--- src/rtl/ffchain_bist_pkg.sv ---
// Shared types and constants for the flop-chain BIST sequencer.
`timescale 1ns/1ps
package ffchain_bist_pkg;

  typedef enum logic [2:0] {
    IDLE,
    FLUSH,
    RUN,
    DRAIN,
    FIN
  } state_e;

  localparam int                LFSR_W     = 8;
  localparam logic [LFSR_W-1:0] LFSR_TAPS  = 8'hB8;  // bits 7,5,4,3
  localparam int                ERR_W      = 8;
  localparam int                IDX_W      = 16;
  localparam logic [ERR_W-1:0]  ERR_MAX    = '1;
  localparam logic [IDX_W-1:0]  FIRST_NONE = 16'hFFFF;

  // Fibonacci step: shift left, feedback is the XOR of the tapped bits.
  function automatic logic [LFSR_W-1:0] lfsr_next(input logic [LFSR_W-1:0] s);
    return {s[LFSR_W-2:0], ^(s & LFSR_TAPS)};
  endfunction

endpackage

--- src/rtl/ffchain_bist_lfsr.sv ---
// 8-bit Fibonacci LFSR pattern source with synchronous load and step enable.
`timescale 1ns/1ps
module ffchain_bist_lfsr
  import ffchain_bist_pkg::*;
#(
  parameter logic [LFSR_W-1:0] SEED = 8'hA5
) (
  input  logic clk_i,
  input  logic rst_i,
  input  logic load_i,
  input  logic en_i,
  output logic msb_o
);

  logic [LFSR_W-1:0] state_q;

  // Load wins over step so a new test always starts from SEED.
  always_ff @(posedge clk_i) begin
    // NOTE: sequential state is written with <= so every flop samples pre-edge values.
    if (rst_i || load_i) begin
      state_q <= SEED;
    end else if (en_i) begin
      state_q <= lfsr_next(state_q);
    end
  end

  assign msb_o = state_q[LFSR_W-1];

endmodule

--- src/rtl/ffchain_bist.sv ---
// BIST sequencer for a negedge flop chain: drives an LFSR stream into the
// chain head, compares the tail against a tagged delay line, reports results.
`timescale 1ns/1ps
module ffchain_bist
  import ffchain_bist_pkg::*;
#(
  parameter int                CHAIN_LEN = 8,
  parameter int                PAT_LEN   = 255,
  parameter logic [LFSR_W-1:0] SEED      = 8'hA5
) (
  input  logic             CLK,
  input  logic             RST,
  input  logic             START,
  output logic             CHAIN_D,
  input  logic             CHAIN_Q,
  output logic             BUSY,
  output logic             DONE,
  output logic             PASS,
  output logic [ERR_W-1:0] ERR_CNT,
  output logic [IDX_W-1:0] FIRST_ERR
);

  localparam logic [IDX_W-1:0] CHAIN_LAST = IDX_W'(CHAIN_LEN - 1);
  localparam logic [IDX_W-1:0] PAT_LAST   = IDX_W'(PAT_LEN - 1);

  state_e             state_q;
  logic [IDX_W-1:0]   cnt_q;
  logic               busy_q, done_q, pass_q, chain_d_q;
  logic [ERR_W-1:0]   err_q, err_d;
  logic [IDX_W-1:0]   first_q, first_d;

  // Expected-bit delay line; entry 0 is loaded on the same edge as CHAIN_D,
  // so entry CHAIN_LEN-1 lines up with the chain tail at its sampling edge.
  logic [CHAIN_LEN-1:0] dl_v_q;
  logic [CHAIN_LEN-1:0] dl_b_q;
  logic [IDX_W-1:0]     dl_idx_q [CHAIN_LEN];

  logic             start_acc;
  logic             head_v_d, head_b_d;
  logic [IDX_W-1:0] head_idx_d;
  logic             lfsr_msb;
  logic             mismatch;

  ffchain_bist_lfsr #(.SEED(SEED)) u_lfsr (
    .clk_i  (CLK),
    .rst_i  (RST),
    .load_i (start_acc),
    .en_i   (head_v_d),
    .msb_o  (lfsr_msb)
  );

  // Next head-of-chain tag and compare/accumulate logic.
  always_comb begin
    // NOTE: every output gets a default first so no path can infer a latch.
    start_acc  = START && (state_q == IDLE || state_q == FIN);
    head_v_d   = (state_q == FLUSH && cnt_q == CHAIN_LAST) ||
                 (state_q == RUN   && cnt_q != PAT_LAST);
    head_b_d   = head_v_d & lfsr_msb;
    head_idx_d = (state_q == RUN) ? cnt_q + IDX_W'(1) : '0;

    mismatch = busy_q && dl_v_q[CHAIN_LEN-1] && (CHAIN_Q != dl_b_q[CHAIN_LEN-1]);
    err_d    = err_q;
    first_d  = first_q;
    if (mismatch) begin
      if (err_q != ERR_MAX) err_d = err_q + ERR_W'(1);
      if (first_q == FIRST_NONE) first_d = dl_idx_q[CHAIN_LEN-1];
    end
  end

  // Sequencer FSM with registered outputs and result accumulators.
  always_ff @(posedge CLK) begin
    if (RST) begin
      state_q   <= IDLE;
      cnt_q     <= '0;
      busy_q    <= 1'b0;
      done_q    <= 1'b0;
      pass_q    <= 1'b0;
      chain_d_q <= 1'b0;
      err_q     <= '0;
      first_q   <= FIRST_NONE;
    end else begin
      chain_d_q <= head_b_d;
      err_q     <= err_d;
      first_q   <= first_d;
      done_q    <= 1'b0;
      unique case (state_q)
        IDLE, FIN: begin
          if (START) begin
            state_q <= FLUSH;
            cnt_q   <= '0;
            busy_q  <= 1'b1;
            pass_q  <= 1'b0;
            err_q   <= '0;
            first_q <= FIRST_NONE;
          end else begin
            state_q <= IDLE;
          end
        end
        FLUSH: begin
          if (cnt_q == CHAIN_LAST) begin
            state_q <= RUN;
            cnt_q   <= '0;
          end else begin
            cnt_q <= cnt_q + IDX_W'(1);
          end
        end
        RUN: begin
          if (cnt_q == PAT_LAST) begin
            state_q <= DRAIN;
            cnt_q   <= '0;
          end else begin
            cnt_q <= cnt_q + IDX_W'(1);
          end
        end
        DRAIN: begin
          if (cnt_q == CHAIN_LAST) begin
            state_q <= FIN;
            cnt_q   <= '0;
            busy_q  <= 1'b0;
            done_q  <= 1'b1;
            // The final compare lands on this same edge, so use err_d.
            pass_q  <= (err_d == '0);
          end else begin
            cnt_q <= cnt_q + IDX_W'(1);
          end
        end
        default: state_q <= IDLE;
      endcase
    end
  end

  // Delay-line valid bits: cleared on reset so stale tags are never compared.
  always_ff @(posedge CLK) begin
    if (RST) begin
      dl_v_q <= '0;
    end else if (busy_q) begin
      dl_v_q <= (dl_v_q << 1) | CHAIN_LEN'(head_v_d);
    end
  end

  // Delay-line payload shift.
  always_ff @(posedge CLK) begin
    // NOTE: payload storage has no reset; its valid bit alone decides whether it is used.
    if (busy_q) begin
      dl_b_q      <= (dl_b_q << 1) | CHAIN_LEN'(head_b_d);
      dl_idx_q[0] <= head_idx_d;
      for (int i = CHAIN_LEN - 1; i > 0; i--) begin
        dl_idx_q[i] <= dl_idx_q[i-1];
      end
    end
  end

  assign CHAIN_D   = chain_d_q;
  assign BUSY      = busy_q;
  assign DONE      = done_q;
  assign PASS      = pass_q;
  assign ERR_CNT   = err_q;
  assign FIRST_ERR = first_q;

endmodule

--- config.mk ---
export PLATFORM = sky130hd
export DESIGN_NAME = ffchain_bist
export DESIGN_NICKNAME = d
export VERILOG_FILES = /design/src/rtl/ffchain_bist_pkg.sv /design/src/rtl/ffchain_bist_lfsr.sv /design/src/rtl/ffchain_bist.sv
export SDC_FILE = /design/constraint.sdc
export NUM_CORES = 1
export LEC_CHECK = 0
export ABC_AREA = 1
export BUFFER_PORTS_ARGS = -buffer_cell sky130_fd_sc_hd__buf_2
export CAP_MARGIN = 30
export CELL_PAD_IN_SITES_DETAIL_PLACEMENT = 0
export CELL_PAD_IN_SITES_GLOBAL_PLACEMENT = 1
export CORE_ASPECT_RATIO = 1.75
export CORE_MARGIN = 10
export CORE_UTILIZATION = 38
export CTS_CLUSTER_SIZE = 28
export DETAILED_ROUTE_END_ITERATION = 8
export PLACE_DENSITY_LB_ADDON = 0.1
export SLEW_MARGIN = 15
export SYNTH_ARGS = -nofsm -noshare
export SYNTH_HDL_FRONTEND = slang
export SYNTH_HIERARCHICAL = 1
export SYNTH_SLANG_ARGS = --single-unit
--- constraint.sdc ---
create_clock -name CLK -period 4.5 [get_ports CLK]
set_input_delay 0.675 -clock CLK [delete_from_list [all_inputs] [get_ports CLK]]
set_output_delay 0.675 -clock CLK [all_outputs]
set_load 0.02 [all_outputs]
### Word-level counts from Yosys, hierarchy flattened

Memories as Yosys holds them, arrays and structs flattened.
Index checks and enable logic that the tools add are counted.

| operators by class | value |
|---|---|
| muxes and demuxes | 27 |
| bitwise logic cells | 4 |
| equality and inequality tests | 14 |
| $add $sub $neg | 2 |
| reductions and logical operators | 19 |

Operator list:

| cell | count |
|---|---|
| $mux 16 | 8 |
| $pmux 16 s3 | 1 |
| $mux 8 | 4 |
| $add 16x1->16 const B | 1 |
| $eq 16x16->1 const B | 1 |
| $eq 16x3->1 const B | 1 |
| $eq 16x8->1 const B | 1 |
| $ne 16x8->1 const B | 1 |
| $or 8x1->8 | 2 |
| $pmux 3 s4 | 1 |
| $mux 3 | 3 |
| $add 8x1->8 const B | 1 |
| $logic_not 8->1 | 1 |
| $mux 1 | 8 |
| $ne 8x8->1 const B | 1 |
| $reduce_xor 8->1 | 1 |
| $eq 3x2->1 const B | 2 |
| $reduce_and 3->1 | 2 |
| $reduce_or 2->1 | 3 |
| $logic_and 1x1->1 | 5 |
| $ne 2x1->1 const B | 2 |
| $ne 2x2->1 const B | 2 |
| $pmux 1 s2 | 2 |
| $eq 3x1->1 const B | 1 |
| 9 further kinds | 11 |

| storage, ports and cells | value |
|---|---|
| logic and storage cells | 78 |
| input port bits | 4 |
| bits in registers | 71 |
| bits in writable memories | 128 |
| output and inout bits | 28 |
| memories | 1 |

Memory list:

| name | depth | bits a word | rd ports | clocked after Yosys merged registers in | wr ports | line | RTL |
|---|---|---|---|---|---|---|---|
| dl_idx_q | 8 | 16 | 8 | 0 | 8 | ffchain_bist.sv:36 | `logic [IDX_W-1:0] dl_idx_q [CHAIN_LEN];` |

### Logic depth before layout (Yosys ltp)

Gate-level depths: netlist (run 1).

| logic depth | value |
|---|---|
| word-level depth | 6 |
| gate-level depth with buffers | 11 |

### By module

The synthesis (run 1) kept the hierarchy.

By module, submodules not included:

| module | cells an instance | seq. area each (µm²) | instances | area an instance (µm²) |
|---|---|---|---|---|
| ffchain_bist | 552 | 5,185.0 | 1 | 6,897.9 |
| ffchain_bist_lfsr | 49 | 160.2 | 1 | 372.9 |

### Worst setup path after synthesis (run 1)

Ideal clock, no wire load.

| timing path | value |
|---|---|
| path type | flip-flop to flip-flop |
| from | register busy_q (netlist: BUSY) |
| to | register first_q[13] (netlist: FIRST_ERR[13]) |
| clock period less this slack | 4.715 ns |
| buffers on the path | 2 |
| setup time | 0.124 ns |
| required time | 4.376 ns |
| data arrival time | 4.592 ns |
| cell stages (with the launch flop) | 8 |
| path slack | -0.215 ns |
| path through | dfxtp_1 -> nand3_1 -> nor2_2 -> buf_6 -> nand3_4 -> buf_2 -> nand2_1 -> nand3_1 |

| on the way | value |
|---|---|
| word-level cells in the longest chain between the ends | 5 |

Ends and longest elaborated chain:

| element | line | RTL |
|---|---|---|
| from (decl) | ffchain_bist.sv:28 | `logic busy_q, done_q, pass_q, chain_d_q;` |
| from (signal assigned) | ffchain_bist.sv:75 | `busy_q <= 1'b0;` |
| from (signal assigned) | ffchain_bist.sv:91 | `busy_q <= 1'b1;` |
| from (signal assigned) | ffchain_bist.sv:119 | `busy_q <= 1'b0;` |
| $logic_and 1x1->1 (*) (2 in a row) | ffchain_bist.sv:61 | `mismatch = busy_q && dl_v_q[CHAIN_LEN-1] && (CHAIN_Q != dl_b_q[CHAIN_LEN-1]);` |
| $mux 16 (*) | ffchain_bist.sv:64 | `if (mismatch) begin` |
| $mux 16 | ffchain_bist.sv:88 | `if (START) begin` |
| $mux 16 (*) | ffchain_bist.sv:86 | `unique case (state_q)` |
| to (signal assigned) | ffchain_bist.sv:84 | `first_q <= first_d;` |
| to (decl) | ffchain_bist.sv:30 | `logic [IDX_W-1:0] first_q, first_d;` |

Mark *: on every way between the ends. The rest lies on a longest branch, timed or not.
A chain may end at the register's enable or synchronous reset.

### Worst setup path in the final report (run 1)

| timing path | value |
|---|---|
| from | register cnt_q[9] |
| to | register u_lfsr.state_q[0] |

| on the way | value |
|---|---|
| word-level cells in the longest chain between the ends | 3 |

Ends and longest elaborated chain:

| element | line | RTL |
|---|---|---|
| from (decl) | ffchain_bist.sv:27 | `logic [IDX_W-1:0] cnt_q;` |
| from (signal assigned) | ffchain_bist.sv:104 | `cnt_q <= cnt_q + IDX_W'(1);` |
| from (signal assigned) | ffchain_bist.sv:112 | `cnt_q <= cnt_q + IDX_W'(1);` |
| from (signal assigned) | ffchain_bist.sv:124 | `cnt_q <= cnt_q + IDX_W'(1);` |
| $eq 16x3->1 or $ne 16x8->1 (tied branches) | ffchain_bist.sv:56, ffchain_bist.sv:57 |  |
| $logic_and 1x1->1 (on tied branches) | ffchain_bist.sv:56, ffchain_bist.sv:57 |  |
| $logic_or 1x1->1 (*) | ffchain_bist.sv:56 | `head_v_d = (state_q == FLUSH && cnt_q == CHAIN_LAST) \|\|` |
| named net head_v_d | ffchain_bist.sv:39 | `logic head_v_d, head_b_d;` |
| to (signal assigned) | ffchain_bist_lfsr.sv:23 | `state_q <= lfsr_next(state_q);` |
| to (decl) | ffchain_bist_lfsr.sv:15 | `logic [LFSR_W-1:0] state_q;` |

Mark *: on every way through the listed nets, which the timed path passes. The rest lies on a longest branch.

==> run metrics, run 1 <==
synthesis-to-layout area growth 13.65%; Wirelength per Cell 14.12 um; Syn Nets 608; sequential share of the synthesized area 73.52%; P_leak 3.076 nW; RD Place Congestion 0.8012; grt total ovfl 0; TritonCTS Sinks 199; top_reg_cell synth edfxtp_1; setup violators final 0; leading area contributor after synthesis edfxtp_1; WHS Path Cells 0; Crit path arrival time 2.49 ns; Hold Path Class reg -> reg; skew final 0.008689 ns; Clock Pin Slew Worst Setup and Hold Paths 0.07 ns; M1 wire length 5109 um; largest net degree at the start of global routing 60; Comb pwr share 11.6%; Int Power 0.003198 W; die height 203.0 um; fin crit share 48.38%; worst-case reg-to-reg path depth 8; reg2reg start cnt_q[9]; Sw Share 27.55%; crit path time final 2.177 ns; Psw 0.001216 W; Ys Warns 6; pins over their slew limit 0; drt total wl 12,640 um; flop-to-flop setup slack 2.32 ns; latest clock arrival within the worst-skew pair 0.42 ns; status complete, no violations; Flop pwr share 56.0%; Hold Buf Count CTS 0; met2 WL 6875 um; top post-synthesis cells by area edfxtp_1 (56%), dfxtp_1 (17%), nand2_1 (6.1%); clock buffer depth 2; Core Region 18,750 um^2; CTS tree built; Post-synth ARST share 0%; TNS Setup 0 ns; ANT cells 0; max-cap violations 0; initial antenna violation count 0; count of cell types in the netlist 35; dpl hpwl 8527 um; io pins 32; Max Freq 0.4593 GHz; clock root buffer clkbuf_16; met3 WL post-DR 337 um; TritonRoute pass-1 iters 4; pre-CTS WS 2.200 ns; CP Capture Type flop; Die ar. 25,280 um^2; Max IR drop VDD 0.0003052 V; GRT Util Overall 10.26%; die span in x 124.6 um; largest fanout on the critical path 10; Antenna Violating Nets Remaining 0; vias in the first global route 4,253; site row count 66; Clock power frac 32.4%; # Post-CTS Setup Buffers 0; Hold EP dl_idx_q[1][1]; IO buf count 31; share of cells above drive strength 1 15.53%; top sig layer met4; global-route wire length before repair 20,980 um; DR DRC count 0; Resized Gates After CTS 0; Fin. Hold Viols 0; Cell Pwr Density 534.2 nW/um^2; Initial DRC Count 222; RSZ-0062 raised after global routing false; Worst R2R End u_lfsr/state_q[0]; Startpoint Class flop; Hold WS 0.4164 ns; Cells after Synth 601; Critical Path RT 4.81 ns; CTS H-Tree Depth 4; Final nets 651; CTS Buf Count 17; Crit Path Class reg -> reg; FF+latch count, synth 199; average cell area after synthesis 12.10 um^2; max_slew headroom 46.94%; via count 4,197; number of synthesized flops with an enable pin 136; Setup WS post-layout 2.323 ns; Syn Std Cell Area 7271 um^2; Initial Util 38.79%; Hold Startpoint dl_idx_q[0][49]; vias per std cell 4.689; worst slew pin tran 0.7906 ns; top-area cell type share of the netlist area 56.17%
==> worst max-delay path, cell delays in order (launching register included) <==
cell and delay [ns]:
dfxtp_1 0.35, nor2_1 0.12, nand3_1 0.09, nor2_1 0.27, nand2_1 0.18, o21ai_1 0.67, inv_4 0.15, a21oi_1 0.17
nand2_1 0.07
==> cells in the mapped netlist, drive strengths merged, types with 3 or more instances <==
master	n
ha	3
xnor2	4
dfxtp	63
o211ai	4
nand3	43
xor2	8
edfxtp	136
buf	7
inv	60
o21ai	23
nor2	70
nand2	126
nor3	10
nand4	10
clkbuf	5
nand3b	3
a21oi	22
==> layer usage <==
| layer | vias up | GRT usage (%) |
|---|---|---|
| li1 | 2122 | - |
| met3 | 14 | 2.921 |
| met1 | 2019 | 10.28 |
| met4 | 0 | 5.180 |
| met2 | 42 | 18.82 |
| met5 | - | 0 |
==> per-stage QoR <==
| stage | power (W) | cell area [um^2] | instances | util (%) |
|---|---|---|---|---|
| 4_1_cts | 0.004495 | 8255 | 894 | 44.04 |
| 5_1_grt | 0.004655 | 8263 | 895 | 44.08 |
| 6_report | 0.004414 | 8263 | 895 | 44.08 |
| 3_3_place_gp | 0.003018 | 7689 | 862 | 41.02 |
| 2_1_floorplan | 0.002874 | 7272 | 601 | - |
| 3_5_place_dp | 0.003046 | 7689 | 862 | 41.02 |
==> cell usage in the layout, fill, tap and decap left out, types with 2 or more instances in the layout <==
| cell | count |
|---|---|
| ha_1 | 3 |
| xor2_1 | 8 |
| nand2_2 | 7 |
| xnor2_1 | 4 |
| nand3_1 | 39 |
| nand3_2 | 3 |
| inv_2 | 4 |
| nand2_1 | 119 |
| o21ai_1 | 5 |
| edfxtp_1 | 136 |
| nor2_1 | 64 |
| dfxtp_1 | 62 |
| clkinvlp_4 | 3 |
| nand4_1 | 10 |
| clkbuf_16 | 17 |
| inv_6 | 2 |
| nand3b_1 | 3 |
| o21ai_0 | 15 |
| inv_1 | 55 |
| buf_4 | 5 |
| a21oi_2 | 3 |
| o211ai_1 | 4 |
| buf_2 | 31 |
| clkinv_4 | 4 |
| clkinv_8 | 2 |
| a21oi_1 | 19 |
| inv_8 | 3 |
| nor3_2 | 3 |
| nor3_1 | 6 |
| o21ai_2 | 3 |
| nor2_2 | 5 |
==> cell type report <==
class | instances | area (um^2)
clock buffers | 18 | 429.2
clock inverters | 14 | 137.6
fillers | 1753 | 10480
inverters | 61 | 236.5
multi-input cells | 329 | 1620
flip-flops and latches | 199 | 5349
well taps | 238 | 297.8
repair buffers | 36 | 192.7
==> flip-flops by register name (all words and copies together) (netlist names) <==
| name | count |
|---|---|
| cnt_q | 16 |
| PASS | 1 |
| CHAIN_D | 1 |
| dl_b_q | 8 |
| ERR_CNT | 8 |
| u_lfsr/state_q | 8 |
| DONE | 1 |
| state_q | 3 |
| dl_idx_q | 128 |
| BUSY | 1 |
| FIRST_ERR | 16 |
| dl_v_q | 8 |
==> power by group through the flow <==
stage / logic (W) / clock network [W] / registers (W)
floorplan: 0.000313 / 0 / 0.00256
global placement: 0.000517 / 0 / 0.00250
detailed placement: 0.000527 / 0 / 0.00252
CTS: 0.000529 / 0.00149 / 0.00248
global route: 0.000593 / 0.00155 / 0.00251
finish: 0.000514 / 0.00143 / 0.00247
==> worst max path at each step <==
stage / startpoint / to / slack (ns) / cells after the start
floorplan: BUSY / FIRST_ERR[13] / 1.39 / 7
global placement: CHAIN_Q / PASS / 2.20 / 9
detailed placement: CHAIN_Q / PASS / 2.20 / 9
CTS: cnt_q[8] / u_lfsr/state_q[0] / 2.28 / 8
global route: cnt_q[9] / u_lfsr/state_q[0] / 2.03 / 8
finish: cnt_q[9] / u_lfsr/state_q[0] / 2.32 / 8
==> kinds of logic (layout without fill, tap and decap cells) <==
group	count (synthesis)	count (layout)	synth area share, %
XOR/XNOR	12	12	1.446
AO/OA/AOI/OAI	51	51	4.010
AND/OR/NAND/NOR	263	263	16.31
flip-flops	199	199	73.52
adder cells (fa/ha/maj)	3	3	0.5163
buffers and inverters	73	129	4.199
Power figures use the tool's default switching activity.
==> run 2: changes to the inputs <==
Settings changed: ABC_AREA 1 to 0.
Clock period 4.5 ns to 2.1 ns, I/O delays scaled along.
==> run 2 against run 1 <==
Setup slack got worse by 2.3 ns. Die area decreased by 2.5%. Via count decreased by 7.5%. Flip-flop and latch count unchanged. Clock skew increased by 0.0080 ns. Hold slack got worse by 0.14 ns.
==> run metrics, run 2 <==
setup violators final 0; Largest delay share family, worst path simple AND/OR/NAND/NOR gates; share of cells above drive strength 1 21.36%; crit path time final 2.043 ns; sequential share of the synthesized area 75.68%; Psw 0.001821 W; Max Freq 0.4894 GHz; leading area contributor after synthesis edfxtp_1; count leader, synth edfxtp_1; CTS Buf Count 17; Crit Path Class reg -> reg; fill count 1,611; Hold Path Class in -> reg; Clock power frac 42.3%; Reg with most FFs dl_idx_q; # Post-CTS Setup Buffers 0; Antenna Violating Nets Remaining 0; Post-synth ARST share 0%; io pins 32; Flop pwr share 54.9%; CP Capture Type flop; die height 200.4 um; max_slew headroom 56.13%; latest clock arrival within the worst-skew pair 0.43 ns; CTS H-Tree Depth 4; GRT Util Overall 10.06%; number of synthesized flops with an enable pin 136; RSZ-0062 raised after global routing true; FF+latch count, synth 199; Fin. Hold Viols 0; Cell Pwr Density 964.4 nW/um^2; Crit path arrival time 2.34 ns; vias in the first global route 3,909; IO buf count 31; DR DRC count 0; Max IR drop VDD 0.0004864 V; TritonRoute pass-1 iters 5; Initial DRC Count 203; grt total ovfl 0; Core Region 18,140 um^2; Cell Chain, Critical Path or4_4 -> nor4_4 -> o32ai_2 -> buf_4 -> inv_1 -> o21ai_0; CTS tree built; Ys Warns 6; slowest CP cell or4_4; most common cell after layout, fill and taps aside edfxtp_1; Tot Pwr 0.008075 W; pins over their slew limit 0; drt total wl 11,850 um; max reg flops 128; count of cell types in the netlist 49; placed instance area 7690 um^2; synthesis-to-layout area growth 18.55%; top_reg_cell synth edfxtp_1; Final nets 551; max-cap violations 0; P_leak 2.939 nW; skew final 0.01667 ns; Syn Std Cell Area 7063 um^2; largest net degree at the start of global routing 123; TritonCTS Sinks 199; site row count 65; Startpoint Class flop; Critical Path RT 2.40 ns; fin crit share 97.31%; via count 3,881; global-route wire length before repair 19,440 um; clock buffer depth 2; Clock Pin Slew Worst Setup and Hold Paths 0.08 ns; largest fanout on the critical path 7; status complete, no violations; initial antenna violation count 0; CP max stage delay 0.58 ns; Initial Util 38.94%; clock root buffer clkbuf_16; top post-synthesis cells by area edfxtp_1 (58%), dfxtp_1 (18%), nor2_1 (2.7%); Sw Share 22.55%; worst slew pin tran 0.6581 ns; average cell area after synthesis 14.62 um^2; Int Power 0.006254 W; ANT cells 0; post-route cell area 8373 um^2; dpl hpwl 7870 um; Comb pwr share 2.7%; WP buf/inv 2; top-area cell type share of the netlist area 57.82%; Wirelength per Cell 14.98 um; highest-count cells in the layout ignoring fill and taps edfxtp_1 (136), dfxtp_1 (61), nor2_1 (50), nand2_1 (40), buf_2 (31); RD Place Congestion 0.8003; Die ar. 24,660 um^2; die span in x 123.1 um; Post-synth top cells edfxtp_1 (136), dfxtp_1 (63), nor2_1 (51), nand2_1 (41), o21ai_0 (23); Syn Nets 490; Cells after Synth 483; TNS Setup 0 ns; vias per std cell 4.906
[run 2: cell count changes after synthesis, moves of 8 or more]
cell / previous run / this run
nor2_1: 64 / 51
a21oi_1: 19 / 6
mux2i_1: 0 / 19
nand2_1: 119 / 41
inv_1: 55 / 7
nand3_1: 39 / 9
o21ai_0: 15 / 23
and2_1: 0 / 8
[run 2: stage by stage]
stage          hold WS (ns)  std cells  setup slack (ns)  util (%)
3_5_place_dp         0.4045        759           0.05785     42.40
4_1_cts              0.2637        791           0.03642     45.96
3_3_place_gp         0.4006        759          0.007184     42.40
5_1_grt              0.2801        791          0.001143     46.17
6_report             0.2779        791           0.05656     46.17
2_1_floorplan        0.4003        483           -0.1949         -
[run 2: layout make-up]
class / count / area [um^2] / share of cell area, %
repair buffers: 58 / 382.9 / 4.573
inverters: 7 / 26.28 / 0.3138
clock inverters: 14 / 195.2 / 2.331
well taps: 234 / 292.8 / 3.497
flip-flops and latches: 199 / 5350 / 63.90
clock buffers: 18 / 450.4 / 5.380
multi-input cells: 261 / 1675 / 20.01
[run 2: logic make-up after synthesis]
family          synth area share, %
compound gates                5.190
xor+xnor                      2.569
fa+ha+maj                    0.5315
buf+inv                       1.453
flops                         75.68
mux                           2.693
simple gates                  11.89
[run 2: repair_timing]
item | CTS | global route
setup endpoints to repair | 0 | 13
hold buffers | 0 | 0
resized for setup | 0 | 9
[run 2: worst paths after layout]
check | start | end | slack (ns) | depth (start not counted)
hold reg to reg | dl_idx_q[1][3] | dl_idx_q[1][19] | 0.42 | 0
setup / recovery | cnt_q[8] | cnt_q[9] | 0.06 | 6
setup reg to reg | cnt_q[8] | cnt_q[9] | 0.06 | 6
hold / removal | RST | cnt_q[8] | 0.28 | 2
[run 2: routing by layer]
metal	GRT usage, %	wire length [um]
met1	10.70	4640
met2	17.42	6425
met3	2.616	455
met4	5.472	328
met5	0	0
[run 2: worst register-to-register path: cells and delay by family (launching register included)]
kind | cells | cell delay, ns
flip-flops | 1 | 0.32
buffers and inverters | 2 | 0.30
AND/OR/NAND/NOR | 2 | 1.00
AO/OA/AOI/OAI | 2 | 0.29
[run 2: power by group through the flow]
stage	sequential (W)	combinational [W]	clock, W
after detailed placement	0.00453	0.000224	0
final	0.00444	0.000220	0.00342
after floorplan	0.00458	0.0000846	0
after global routing	0.00446	0.000243	0.00370
after global placement	0.00452	0.000217	0
after CTS	0.00444	0.000224	0.00354
==> run 3: changes to the inputs <==
Settings changed: CORE_UTILIZATION 38 to 30, SETUP_SLACK_MARGIN from default to 0.02.
==> run 3 against run 2 <==
Setup slack worse by 0.0024 ns. Flip-flop and latch count unchanged. First-iteration DRC count down 19%. Sequential share of layout area down 0.79 points. Highest routed layer unchanged. Total power down 1.7%. Global-route usage down 1.5 points. Cell count up 9.6%.
==> run metrics, run 3 (synthesis gave the netlist of run 2 again) <==
status complete, no violations; fill count 2,234; site row count 74; CP max stage delay 0.56 ns; GRT Util Overall 8.537%; CTS tree built; register area 5351 um^2; WP buf/inv 2; slowest CP cell or4_4; Cell Chain, Critical Path or4_4 -> nor4_4 -> nor2_2 -> a31oi_2 -> inv_2 -> buf_12 -> mux2i_1 -> nand2_1; Max IR drop VDD 0.0004846 V; RD Place Congestion 0.8334; Hold Path Class in -> reg; Largest delay share family, worst path simple AND/OR/NAND/NOR gates; footprint of the multi-input gates 1672 um^2; global-route wire length before repair 20,180 um; Critical Path RT 2.41 ns; Clock Pin Slew Worst Setup and Hold Paths 0.07 ns; Hold Buf Count CTS 0; IO buf count 31; max_slew headroom 58.61%; RSZ-0062 raised after global routing true; met3 WL post-DR 423 um; Startpoint Class flop; DR DRC count 0; ANT cells 0; Antenna Violating Nets Remaining 0; largest net degree at the start of global routing 104; crit path time final 2.046 ns; skew final 0.005933 ns; Final nets 557; highest-count cells in the layout ignoring fill and taps edfxtp_1 (136), dfxtp_1 (60), nor2_1 (50), nand2_1 (40), buf_2 (31); Crit path arrival time 2.35 ns; clock buffer depth 2; die span in x 136.0 um; CTS H-Tree Depth 4; initial antenna violation count 0; max reg flops 128; via count 3,860; TritonRoute pass-1 iters 5; worst slew pin tran 0.6202 ns; latest clock arrival within the worst-skew pair 0.43 ns; die height 223.0 um; Fin. Hold Viols 0; most common cell after layout, fill and taps aside edfxtp_1; Die ar. 30,320 um^2; Crit Path Class reg -> reg; share of cells above drive strength 1 21.85%; placed instance area 7825 um^2; setup violators final 0; vias in the first global route 3,899; Core Region 23,240 um^2; post-route cell area 8479 um^2; Max Freq 0.4888 GHz; vias per std cell 4.452; Initial Util 30.39%; M1 wire length 4867 um; Cell Pwr Density 935.9 nW/um^2; top sig layer met4; largest fanout on the critical path 8; Initial DRC Count 164; grt total ovfl 0; max-cap violations 0; synthesis-to-layout area growth 20.05%; CTS Buf Count 17; met2 WL 7008 um; drt total wl 12,630 um; Wirelength per Cell 14.57 um; io pins 32; TritonCTS Sinks 199; pins over their slew limit 0; fin crit share 97.42%; Reg with most FFs dl_idx_q; P_leak 2.956 nW; dpl hpwl 8299 um; CP Capture Type flop; Hold WS 0.3938 ns; clock root buffer clkbuf_16
-- run 3: changes by cell type in the layout (fill, tap and decap cells not counted), moves of 2 or more --
| cell | delta |
|---|---|
| clkinv_4 | +2 |
| buf_12 | +2 |
| clkinv_8 | -4 |
| clkinv_2 | +2 |
| buf_4 | +4 |
| nor3_2 | -2 |
-- run 3: worst min-delay path: stages --
cell,delay (ns)
buf_2,0.12
o32ai_2,0.16
nand2_1,0.09
a31oi_1,0.08
-- run 3: worst paths after layout --
path	from	endpoint	slack (ns)	cells after the start
max reg2reg	cnt_q[12]	u_lfsr/state_q[2]	0.05	8
min	RST	cnt_q[10]	0.39	4
max	cnt_q[12]	u_lfsr/state_q[2]	0.05	8
min reg2reg	dl_idx_q[1][34]	dl_idx_q[1][50]	0.42	0
-- run 3: cell type report --
cell class                 count  share of cell area [%]
multi-input combinational    261                   19.71
inverter                       7                  0.3099
timing repair buffer          64                   5.342
clock inverter                14                   1.977
sequential                   199                   63.11
clock buffer                  18                   5.061
tap                          304                   4.486
-- run 3: power breakdown --
part	total (W)	switching [W]	internal, W
registers	0.00444	0.0000425	0.00439
clock network	0.00327	0.00148	0.00179
logic	0.000232	0.000173	0.0000594
-- run 3: per-stage QoR --
step	TNS (ns)	instances	util, %	power (W)	setup slack [ns]
2_1_floorplan	-1.353	483	-	0.004661	-0.1949
3_3_place_gp	0	832	33.67	0.004752	0.05193
3_5_place_dp	-0.003543	832	33.67	0.004765	-0.003543
4_1_cts	0	865	36.28	0.008095	0.009039
5_1_grt	-0.2674	867	36.49	0.008264	-0.05981
6_report	0	867	36.49	0.007936	0.05417
-- run 3: timing repair --
action	4_1_cts	5_1_grt
pin swaps	2	3
buffers inserted	1	2
resized for setup	2	7
setup endpoints to repair	6	21
cloned	0	0
-- run 3: per-layer routing --
metal  track usage (%)  up-vias
met3             2.453       22
met1             8.574     1891
li1                  -     1909
met2             15.29       38
met4             4.657        0
met5                 0        -
